$ cat src/rtl/alu_byte_sequencer_pkg.sv
// Shared ALU definitions: operation codes, sequencer state encoding and small helpers
// used by the alu, the byte sequencer and their benches.
package alu_byte_sequencer_pkg;

  localparam logic [2:0] ALU_OP_TEST        = 3'd0;
  localparam logic [2:0] ALU_OP_SUM         = 3'd1;
  localparam logic [2:0] ALU_OP_AND         = 3'd2;
  localparam logic [2:0] ALU_OP_OR          = 3'd3;
  localparam logic [2:0] ALU_OP_XOR         = 3'd4;
  localparam logic [2:0] ALU_OP_SHIFT_LEFT  = 3'd5;
  localparam logic [2:0] ALU_OP_SHIFT_RIGHT = 3'd6;
  localparam logic [2:0] ALU_OP_NOT         = 3'd7;

  typedef enum logic [1:0] {
    IDLE = 2'd0,
    RUN  = 2'd1,
    DONE = 2'd2
  } seq_state_e;

  // Shifts cross byte boundaries, so the byte-serial sequencer cannot run them.
  function automatic logic is_shift_op(input logic [2:0] op);
    return (op == ALU_OP_SHIFT_LEFT) || (op == ALU_OP_SHIFT_RIGHT);
  endfunction

  function automatic logic is_sub_op(input logic [2:0] op, input logic sub);
    return (op == ALU_OP_SUM) && sub;
  endfunction

endpackage

$ cat src/rtl/alu_byte_sequencer.sv
// Runs one WIDTH-bit operation byte-serially (LSB first) on an external 8-bit alu,
// chaining carry for SUM/SUB and returning the assembled result with zero/carry flags.
module alu_byte_sequencer
  import alu_byte_sequencer_pkg::*;
#(
  parameter int WIDTH = 32
) (
  input  logic             clk,
  input  logic             nrst,
  input  logic             req_valid,
  output logic             req_ready,
  input  logic [2:0]       req_op,
  input  logic             req_sub,
  input  logic [WIDTH-1:0] req_a,
  input  logic [WIDTH-1:0] req_b,
  output logic             rsp_valid,
  input  logic             rsp_ready,
  output logic [WIDTH-1:0] rsp_result,
  output logic             rsp_carry,
  output logic             rsp_zero,
  output logic             rsp_err,
  output logic [7:0]       alu_operand_0,
  output logic [7:0]       alu_operand_1,
  output logic [2:0]       alu_operation,
  output logic             alu_carry_in,
  output logic             alu_invert_op_1,
  input  logic [7:0]       alu_result,
  input  logic             alu_carry_out
);

  localparam int NBYTES = WIDTH / 8;
  localparam int IDXW   = (NBYTES > 1) ? $clog2(NBYTES) : 1;

  seq_state_e       state_r;
  logic [IDXW-1:0]  byte_idx_r;
  logic [2:0]       op_r;
  logic [WIDTH-1:0] a_r;
  logic [WIDTH-1:0] b_r;
  logic [WIDTH-1:0] result_r;
  logic             carry_r;
  logic             err_r;

  logic [WIDTH-1:0] result_next_s;
  logic [IDXW-1:0]  next_idx_s;
  logic             last_byte_s;
  logic             carry_next_s;

  // Merge the current alu byte into the partial result and derive the next carry.
  always_comb begin
    result_next_s = result_r;
    result_next_s[{byte_idx_r, 3'b000} +: 8] = alu_result;
    next_idx_s   = byte_idx_r + IDXW'(1);
    last_byte_s  = (byte_idx_r == IDXW'(NBYTES - 1));
    carry_next_s = (op_r == ALU_OP_SUM) ? alu_carry_out : 1'b0;
  end

  // Sequencer FSM; all handshake and alu-side outputs are registered here.
  always_ff @(posedge clk) begin
    if (!nrst) begin
      state_r         <= IDLE;
      byte_idx_r      <= '0;
      op_r            <= ALU_OP_TEST;
      a_r             <= '0;
      b_r             <= '0;
      result_r        <= '0;
      carry_r         <= 1'b0;
      err_r           <= 1'b0;
      req_ready       <= 1'b1;
      rsp_valid       <= 1'b0;
      rsp_result      <= '0;
      rsp_carry       <= 1'b0;
      rsp_zero        <= 1'b0;
      rsp_err         <= 1'b0;
      alu_operand_0   <= 8'd0;
      alu_operand_1   <= 8'd0;
      alu_operation   <= ALU_OP_TEST;
      alu_carry_in    <= 1'b0;
      alu_invert_op_1 <= 1'b0;
    end else begin
      case (state_r)
        IDLE: begin
          if (req_valid) begin
            op_r       <= req_op;
            a_r        <= req_a;
            b_r        <= req_b;
            byte_idx_r <= '0;
            result_r   <= '0;
            carry_r    <= is_sub_op(req_op, req_sub);
            err_r      <= is_shift_op(req_op);
            req_ready  <= 1'b0;
            state_r    <= RUN;
            // Byte 0 is presented to the alu in the first RUN cycle.
            if (is_shift_op(req_op)) begin
              alu_operand_0   <= 8'd0;
              alu_operand_1   <= 8'd0;
              alu_operation   <= ALU_OP_TEST;
              alu_carry_in    <= 1'b0;
              alu_invert_op_1 <= 1'b0;
            end else begin
              alu_operand_0   <= req_a[7:0];
              alu_operand_1   <= req_b[7:0];
              alu_operation   <= req_op;
              alu_carry_in    <= is_sub_op(req_op, req_sub);
              alu_invert_op_1 <= is_sub_op(req_op, req_sub);
            end
          end
        end
        RUN: begin
          if (err_r) begin
            // Unsupported op: one idle cycle, then an error response with zeroed flags.
            state_r    <= DONE;
            rsp_valid  <= 1'b1;
            rsp_result <= '0;
            rsp_carry  <= 1'b0;
            rsp_zero   <= 1'b0;
            rsp_err    <= 1'b1;
          end else begin
            result_r   <= result_next_s;
            carry_r    <= carry_next_s;
            byte_idx_r <= next_idx_s;
            if (last_byte_s) begin
              state_r         <= DONE;
              rsp_valid       <= 1'b1;
              rsp_result      <= result_next_s;
              rsp_carry       <= carry_next_s;
              rsp_zero        <= ~|result_next_s;
              rsp_err         <= 1'b0;
              alu_operand_0   <= 8'd0;
              alu_operand_1   <= 8'd0;
              alu_operation   <= ALU_OP_TEST;
              alu_carry_in    <= 1'b0;
              alu_invert_op_1 <= 1'b0;
            end else begin
              alu_operand_0 <= a_r[{next_idx_s, 3'b000} +: 8];
              alu_operand_1 <= b_r[{next_idx_s, 3'b000} +: 8];
              alu_carry_in  <= carry_next_s;
            end
          end
        end
        DONE: begin
          if (rsp_ready) begin
            state_r   <= IDLE;
            rsp_valid <= 1'b0;
            req_ready <= 1'b1;
          end
        end
        default: begin
          state_r         <= IDLE;
          req_ready       <= 1'b1;
          rsp_valid       <= 1'b0;
          alu_operand_0   <= 8'd0;
          alu_operand_1   <= 8'd0;
          alu_operation   <= ALU_OP_TEST;
          alu_carry_in    <= 1'b0;
          alu_invert_op_1 <= 1'b0;
        end
      endcase
    end
  end

endmodule

$ cat config.mk
export PLATFORM = sky130hd
export DESIGN_NAME = alu_byte_sequencer
export DESIGN_NICKNAME = d
export VERILOG_FILES = /design/src/rtl/alu_byte_sequencer_pkg.sv /design/src/rtl/alu_byte_sequencer.sv
export SDC_FILE = /design/constraint.sdc
export NUM_CORES = 1
export LEC_CHECK = 0
export ABC_AREA = 1
export CORE_UTILIZATION = 45
export DETAILED_ROUTE_END_ITERATION = 8
export GPL_TIMING_DRIVEN = 0
export PLACE_DENSITY = 0.8
export SYNTH_ARGS = -nofsm -noshare
export SYNTH_HDL_FRONTEND = slang
export SYNTH_SLANG_ARGS = --single-unit
export TNS_END_PERCENT = 100
$ cat constraint.sdc
create_clock -name clk -period 3.94 [get_ports clk]
set_input_delay 0.394 -clock clk [delete_from_list [all_inputs] [get_ports clk]]
set_output_delay 0.394 -clock clk [all_outputs]
set_load 0.02 [all_outputs]
==> impl_metrics.tcl, run 1 <==
set metrics [dict create \
    status "complete, no violations" \
    hold_class "register to register" \
    syn_inst 1119 \
    power_leakage_nw 4.16 \
    nFillCells 1470 \
    cts_buffers 17 \
    synth.ff_latch_count 162 \
    place_ws_ns 1.29 \
    antenna_found_initial 0 \
    grt_start_max_net_pins 17 \
    grt-ovfl-total 0 \
    fp-row-count 46 \
    synth_edf_count 0 \
    cts_resized 0 \
    ctsHtreeMaxLevel 4 \
    final_cells 1504 \
    syn_to_final_growth_pct 29.7 \
    cts_root_buf "clkbuf_16" \
    setup_tns_ns 0 \
    ant_nets 0 \
    syn_area_um2 7510 \
    synthDistinctLibCells 24 \
    antennaDiodeCount 0 \
    crit_path_start_kind "register" \
    finalClockSkew_ns 0.00673 \
    layout-drive-gt1-share_pct 7.84 \
    criticalPathCategory "register to register" \
    placed_cell_area_um2 9150 \
    rsz0062_at_grt "no" \
    synth_most_common_cell "nand2_1" \
    via_count 7758 \
    seq_area_frac_synth_pct 43.2 \
    worst_slew_pin_slew_ns 0.709 \
    final_util_pct 60.4 \
    cp_data_arrival_time_ns 3.06 \
    async_flop_share_pct 0 \
    clock_path_buffers 2 \
    gp_congestion 0.891 \
    max_cap_violations 0 \
    initial_core_util_pct 46.6 \
    grt_use_total_pct 25.8 \
    finalWirelength_um 22100 \
    io_pins 139 \
    die_w_um 131 \
    total_power_mw 4.20 \
    end_kind "register" \
    dp_hpwl_um 16500 \
    yosys-top-cells-area "dfxtp_1, nand2_1, a21oi_1, nor2_1, o21ai_0" \
    slowest_stage "dfxtp_1" \
    die_area_um2 17200 \
    powerDensity_nw_per_um2 431 \
    core-area_um2 16100 \
    clk_pin_slew_ns 0.06 \
    io_buffers 137 \
    final_hold_viol_count 0 \
    synthTopCellsByCount "nand2_1, nor2_1, dfxtp_1" \
    fin_crit_sh_pct 68.8 \
    cts_hold_buffers 0 \
    avgSynthCellArea_um2 6.71 \
    ys_warn_count 0 \
    cp_max_fo 12 \
    slew_headroom_pct 52.7 \
    post_drt_wl_per_cell_um 14.7 \
    syn_nets 1206 \
    clock-sinks 162 \
    place_inst 1472 \
    worstSkewPairLatency_ns 0.42 \
    synthDominantCellAreaShare_pct 43.2 \
    vdd_ir_drop_max_uv 347 \
    drcViolationCount 0 \
    viasPerCell 5.16 \
    fmax_mhz 369 \
    die_h_um 131 \
    setup_ws_ns 1.23 \
    hold_slack_ns 0.454 \
    period_needed_ns 2.71 \
    critPathMaxStageDelay_ns 0.37 \
    postCtsSetupBuffers 0 \
    grt_pass1_vias 7119 \
    first_pass_iters 5 \
    cp.required_ns 4.29 \
    nets 1362 \
    synth_flop_cell "dfxtp_1" \
    finalSetupViolations 0 \
    drv_slew 0 \
    drt_first_iter_violations 641 \
    fin_area_um2 9740 \
    cts_tree "done" \
    grt_pass1_wl_um 35400 \
    crit_chain "buf_6 > inv_2 > buf_2 > ha_1 > buf_2 > buf_2 > a21oi_1 > o21ai_0 > o21ai_0 > nand2_1 > nand2_1 > nand2_1 > a21oi_1" \
    yosysTopAreaCell "dfxtp_1" \
]
-- metal layers --
metal  vias up  share of wire, %  global-route usage, %
met3        51               8.6                   5.67
met2       337                44                   41.0
met1      3529                45                   34.1
met5         -                 0                      0
met4         0               2.6                   9.67
li1       3841                 -                      -
-- sequential cells by signal, summed over array words and instances, names as in the netlist --
name	flops
alu_invert_op_1	1
alu_operand_0	8
rsp_err	1
a_r	32
err_r	1
state_r	2
rsp_result	32
rsp_valid	1
rsp_carry	1
b_r	32
byte_idx_r	2
result_r	32
alu_operation	3
op_r	3
rsp_zero	1
req_ready	1
alu_carry_in	1
alu_operand_1	8
-- cell type report --
type                    instances  area (µm²)  area share [%]
clock buffers                  20         467            4.79
flip-flops and latches        162        3240            33.3
well taps                     216         270            2.77
clock inverters                12         121            1.25
inverters                     119         452            4.64
plain buffers                  67         377            3.87
multi-input cells             771        3440            35.3
repair buffers                137        1370            14.1
-- kinds of logic (layout without fill, tap and decap cells) --
family                     after synthesis  in the layout  synth area share [%]
AOI/OAI and AO/OA                      273            273                  18.3
adders and majority gates                6              6                 0.999
buffers and inverters                  186            355                  11.0
DFF                                    162            162                  43.2
and+or+nand+nor                        492            492                  26.5
-- path summary, 6_finish.rpt --
check / cells after the start / slack [ns] / start / end
setup / recovery: 13 / 1.23 / byte_idx_r[0] / alu_operand_1[2]
hold reg to reg: 2 / 0.45 / b_r[23] / b_r[23]
setup reg to reg: 13 / 1.23 / byte_idx_r[0] / alu_operand_1[2]
hold / removal: 2 / 0.45 / b_r[23] / b_r[23]
-- layout by cell type, fill, tap and decap left out, drive strengths merged --
master and instances:
clkinv 4, a211oi 1, bufinv 1, clkinvlp 3, buf 39, clkbuf 48, o21ai 124, or2 12
ha 6, nand3 31, and3 1, nand2 278, inv 123, clkdlybuf4s50 137, a21oi 148, nor2 169
dfxtp 162, nand4 1
-- worst max-delay path, delay by kind of cell (launching register included) --
| kind | cells | cell delay (ns) |
|---|---|---|
| simple gates | 3 | 0.19 |
| compound gates | 4 | 0.57 |
| fa+ha+maj | 1 | 0.33 |
| buf+inv | 5 | 1.17 |
| flops | 1 | 0.37 |
-- power breakdown --
group	switching, mW	internal [mW]
sequential	0.0561	1.73
clock	0.695	0.933
combinational	0.482	0.298
Note: power is estimated with default switching activity, not from simulation.
==> run 2: changes to the inputs <==
- clock period: 3.94 -> 2.55 ns (I/O delays scaled with it)
==> impl_metrics.tcl, run 2 (same netlist as run 1, synthesis figures left out) <==
set metrics [dict create \
    status "complete, no violations" \
    grt_use_met1_pct 34.2 \
    die_w_um 131 \
    nFillCells 1471 \
    use_met3_pct 5.48 \
    dp_hpwl_um 16500 \
    vdd_ir_drop_max_uv 532 \
    end_kind "register" \
    drv_slew 0 \
    nets 1362 \
    cp.required_ns 2.91 \
    crit_top_cell "nand2_1" \
    clock_path_buffers 2 \
    worstSkewPairLatency_ns 0.43 \
    path_depth 13 \
    fmax_mhz 422 \
    fp-row-count 46 \
    endpoint "alu_operand_1[2]" \
    critPathTopFamily "buffers and inverters" \
    timing.rr.start "byte_idx_r[0]" \
    die_area_um2 17200 \
    antennaDiodeCount 0 \
    criticalPathCategory "register to register" \
    finalClockSkew_ns 0.00727 \
    finalSetupViolations 0 \
    r2r_slack_ns 0.18 \
    first_pass_iters 5 \
    powerDensity_nw_per_um2 666 \
    cp_data_arrival_time_ns 2.73 \
    worst_slew_pin_slew_ns 0.690 \
    final_hold_viol_count 0 \
    total_power_mw 6.51 \
    critPathMaxStageDelay_ns 0.38 \
    layout-drive-gt1-share_pct 8.15 \
    finalWirelength_um 22100 \
    fin_crit_sh_pct 92.9 \
    via_count 7774 \
    crit_path_start_kind "register" \
    rsz0062_at_grt "no" \
    grt_pass1_vias 7124 \
    slowest_stage "dfxtp_4" \
    grt_use_total_pct 25.8 \
    worst_r2r_endpoint "alu_operand_1[2]" \
    multi_input_area_um2 3450 \
    final_common_cell "nand2_1" \
    hold_slack_ns 0.405 \
    gp_congestion 0.891 \
    post_drt_wl_per_cell_um 14.7 \
    cts_buffers 17 \
    io_buffers 137 \
    clock-sinks 162 \
    crit_chain "buf_6 > inv_4 > buf_6 > ha_1 > buf_4 > buf_2 > a21oi_1 > o21ai_0 > o21ai_0 > nand2_1 > nand2_1 > nand2_1 > a21oi_1" \
    final_cell_mix "nand2_1, nor2_1, dfxtp_1, a21oi_1, clkdlybuf4s50_1" \
    cts_tree "done" \
    die_h_um 131 \
    crit_buf_inv 5 \
    drt_first_iter_violations 604 \
    grt_pass1_wl_um 35400 \
    clk_pin_slew_ns 0.07 \
    grt_start_max_net_pins 17 \
    grt-busiest-layer "met2" \
    place_ws_ns -0.0983 \
    cp_max_fo 12 \
    critPathLaunch "byte_idx_r[0]" \
    io_pins 139 \
    core-area_um2 16100 \
    ant_nets 0 \
    period_needed_ns 2.37 \
    initial_core_util_pct 46.6 \
    setup_ws_ns 0.181 \
    antenna_found_initial 0 \
    ctsHtreeMaxLevel 4 \
    reg2reg_depth 13 \
    power_leakage_nw 4.17 \
    viasPerCell 5.17 \
    drcViolationCount 0 \
    cts_hold_buffers 0 \
    cts_root_buf "clkbuf_16" \
    grt-ovfl-total 0 \
    max_cap_violations 0 \
    slew_headroom_pct 54.0 \
    syn_to_final_growth_pct 30.0 \
    hold_class "input port to register" \
    use_met2_pct 41.0 \
    regArea_um2 3250 \
]
[run 2: cell count changes in the layout (fill, tap and decap cells not counted), moves of 2 or more]
cell	previous run	this run
o21ai_1	24	26
nor2_1	163	161
nor2_2	1	3
buf_2	25	22
o21ai_0	100	98
[run 2: layout make-up]
type                            instances  share of cell area (%)
Multi-Input combinational cell        771                    35.3
Sequential cell                       162                    33.2
Timing Repair Buffer                  137                    14.0
Clock buffer                           20                    4.78
Inverter                              119                    4.65
Buffer                                 67                    3.97
Tap cell                              216                    2.77
Clock inverter                         12                    1.24
[run 2: worst min-delay path by stage]
stage | startpoint | to | slack [ns] | cells after the start
final | req_a[29] | a_r[29] | 0.41 | 3
after global routing | req_a[20] | a_r[20] | 0.42 | 3
after CTS | nrst | alu_operation[2] | 0.39 | 3
after detailed placement | b_r[23] | b_r[23] | 0.44 | 2
after global placement | b_r[17] | b_r[17] | 0.43 | 2
after floorplan | req_a[14] | a_r[14] | 0.39 | 2
[run 2: power breakdown]
group          leakage (nW)  internal, mW  switching (mW)
Sequential             1.33          2.68          0.0875
Combinational          2.56         0.468           0.747
Clock                 0.282          1.44            1.08
[run 2: through the flow]
step                instance area (µm²)  std cells  util (%)  setup TNS [ns]
floorplan                          7510       1119         -               0
global placement                   9150       1472      56.8          -0.183
detailed placement                 9150       1472      56.8          -0.200
CTS                                9750       1504      60.5               0
global route                       9770       1504      60.6               0
finish                             9770       1504      60.6               0
[run 2: worst min-delay path: stages]
cell and delay (ns):
clkdlybuf4s50_1 0.39, nor2_1 0.10, nor2_1 0.05
[run 2: per-layer routing]
metal  vias up  wire (µm)  part of all wire, %
met2       325       9810                   44
met3        56       1870                  8.5
met4         0        568                  2.6
li1       3842          -                    -
met1      3551       9830                   45
met5         -          0                    0
[run 2: repair_timing]
item	in CTS	in global routing
buffers inserted	0	0
gates resized for setup	4	9
setup endpoints to repair	6	22
==> run 3: changes to the inputs <==
- clock period: 2.55 -> 2.7 ns (I/O delays scaled with it)
==> impl_metrics.tcl, run 3 (same netlist as run 1, synthesis figures left out) <==
set metrics [dict create \
    status "complete, no violations" \
    via_count 7773 \
    criticalPathCategory "register to register" \
    ctsHtreeMaxLevel 4 \
    final_hold_viol_count 0 \
    seqPwrFrac_pct 42.5 \
    core-area_um2 16100 \
    post_drt_wl_per_cell_um 14.7 \
    gp_congestion 0.891 \
    hold_slack_ns 0.418 \
    initial_core_util_pct 46.6 \
    slew_headroom_pct 53.7 \
    hold_class "input port to register" \
    place_ws_ns 0.0517 \
    place_inst 1472 \
    p_clk_share_pct 38.9 \
    fp-row-count 46 \
    internal_power_mw 4.33 \
    postCtsSetupBuffers 0 \
    first_pass_iters 8 \
    nets 1362 \
    finalWirelength_um 22100 \
    hold_depth 3 \
    io_pins 139 \
    final_util_pct 60.5 \
    io_buffers 137 \
    antennaDiodeCount 0 \
    grt_pass1_wl_um 35400 \
    grt_start_max_net_pins 17 \
    period_needed_ns 2.60 \
    final_cells 1504 \
    die_h_um 131 \
    hold_end "b_r[13]" \
    grt-ovfl-total 0 \
    ant_nets 0 \
    p_sw_share_pct 29.6 \
    clk_pin_slew_ns 0.07 \
    min_from "req_b[13]" \
    power_leakage_nw 4.16 \
    finalClockSkew_ns 0.00739 \
    viasPerCell 5.17 \
    end_kind "register" \
    total_power_mw 6.15 \
    clock_path_buffers 2 \
    reg2reg_depth 13 \
    die_w_um 131 \
    worst_slew_pin_slew_ns 0.694 \
    cp_max_fo 12 \
    worstSkewPairLatency_ns 0.43 \
    finalSetupViolations 0 \
    grt_use_total_pct 25.8 \
    dp_hpwl_um 16500 \
    cp_data_arrival_time_ns 2.96 \
    cp.required_ns 3.06 \
    timing.rr.start "byte_idx_r[0]" \
    fmax_mhz 384 \
    grt_pass1_vias 7119 \
    cts_tree "done" \
    clock-sinks 162 \
    worst_r2r_endpoint "alu_operand_1[6]" \
    powerDensity_nw_per_um2 630 \
    syn_to_final_growth_pct 29.9 \
    final_cell_mix "nand2_1, nor2_1, dfxtp_1, a21oi_1, clkdlybuf4s50_1" \
    final_common_cell "nand2_1" \
    p_comb_share_pct 18.6 \
    fin_crit_sh_pct 96.4 \
    crit_path_start_kind "register" \
    r2r_slack_ns 0.1 \
    drt_first_iter_violations 682 \
    drv_slew 0 \
    cts_root_buf "clkbuf_16" \
    drcViolationCount 0 \
    p_sw_mw 1.82 \
    vdd_ir_drop_max_uv 499 \
    cts_buffers 17 \
    setup_ws_ns 0.0971 \
    max_cap_violations 0 \
    layout-drive-gt1-share_pct 8.15 \
    die_area_um2 17200 \
    antenna_found_initial 0 \
]
==> run 3: through the flow <==
step | TNS (ns) | cell area, µm²
2_1_floorplan | 0 | 7510
3_3_place_gp | 0 | 9150
3_5_place_dp | 0 | 9150
4_1_cts | 0 | 9740
5_1_grt | -0.00895 | 9760
6_report | 0 | 9760
==> run 3: worst max path at each step <==
stage                        startpoint               end  slack, ns  depth (start not counted)
after floorplan           byte_idx_r[0]          rsp_zero       0.70                         14
after global placement    byte_idx_r[0]          rsp_zero       0.06                         12
after detailed placement  byte_idx_r[0]          rsp_zero       0.05                         12
after global routing      byte_idx_r[0]  alu_operand_1[5]     -0.007                         13
final                     byte_idx_r[0]  alu_operand_1[6]        0.1                         13
after CTS                 byte_idx_r[0]          rsp_zero       0.03                         12
==> run 3: critical path, stage by stage (launching register included) <==
cell and delay, ns:
dfxtp_2 0.35, buf_6 0.15, inv_2 0.22, clkbuf_4 0.32
ha_1 0.31, clkbuf_4 0.23, buf_2 0.22, a21oi_1 0.14
o21ai_0 0.11, o21ai_1 0.12, nand2_1 0.07, nand2_1 0.10
nand2_1 0.06, a21oi_1 0.11
==> run 3: layout make-up <==
| type | count | area [µm²] |
|---|---|---|
| Buffer | 67 | 384 |
| Clock buffer | 20 | 467 |
| Clock inverter | 12 | 121 |
| Fill cell | 1471 | 6360 |
| Inverter | 119 | 452 |
| Multi-Input combinational cell | 771 | 3450 |
| Sequential cell | 162 | 3240 |
| Tap cell | 216 | 270 |
| Timing Repair Buffer | 137 | 1370 |
==> run 3: layer usage <==
metal / wire length, µm / track usage, % / vias to the layer above
met5: 0 / 0 / -
met4: 626 / 9.67 / 0
met3: 2010 / 5.67 / 52
met2: 9780 / 41.0 / 337
met1: 9700 / 34.1 / 3545
li1: - / - / 3839
==> run 3: repair_timing <==
item	CTS	global route
hold buffers	0	0
gates resized for setup	0	8
setup endpoints to repair	0	14
==> run 3: power groups by stage <==
stage                     combinational (mW)  clock (mW)  sequential (mW)
final                                   1.15        2.39             2.61
after global routing                    1.25        2.50             2.63
after CTS                               1.12        2.39             2.61
after floorplan                        0.658           0             2.68
after global placement                  1.10           0             2.66
after detailed placement                1.11           0             2.66
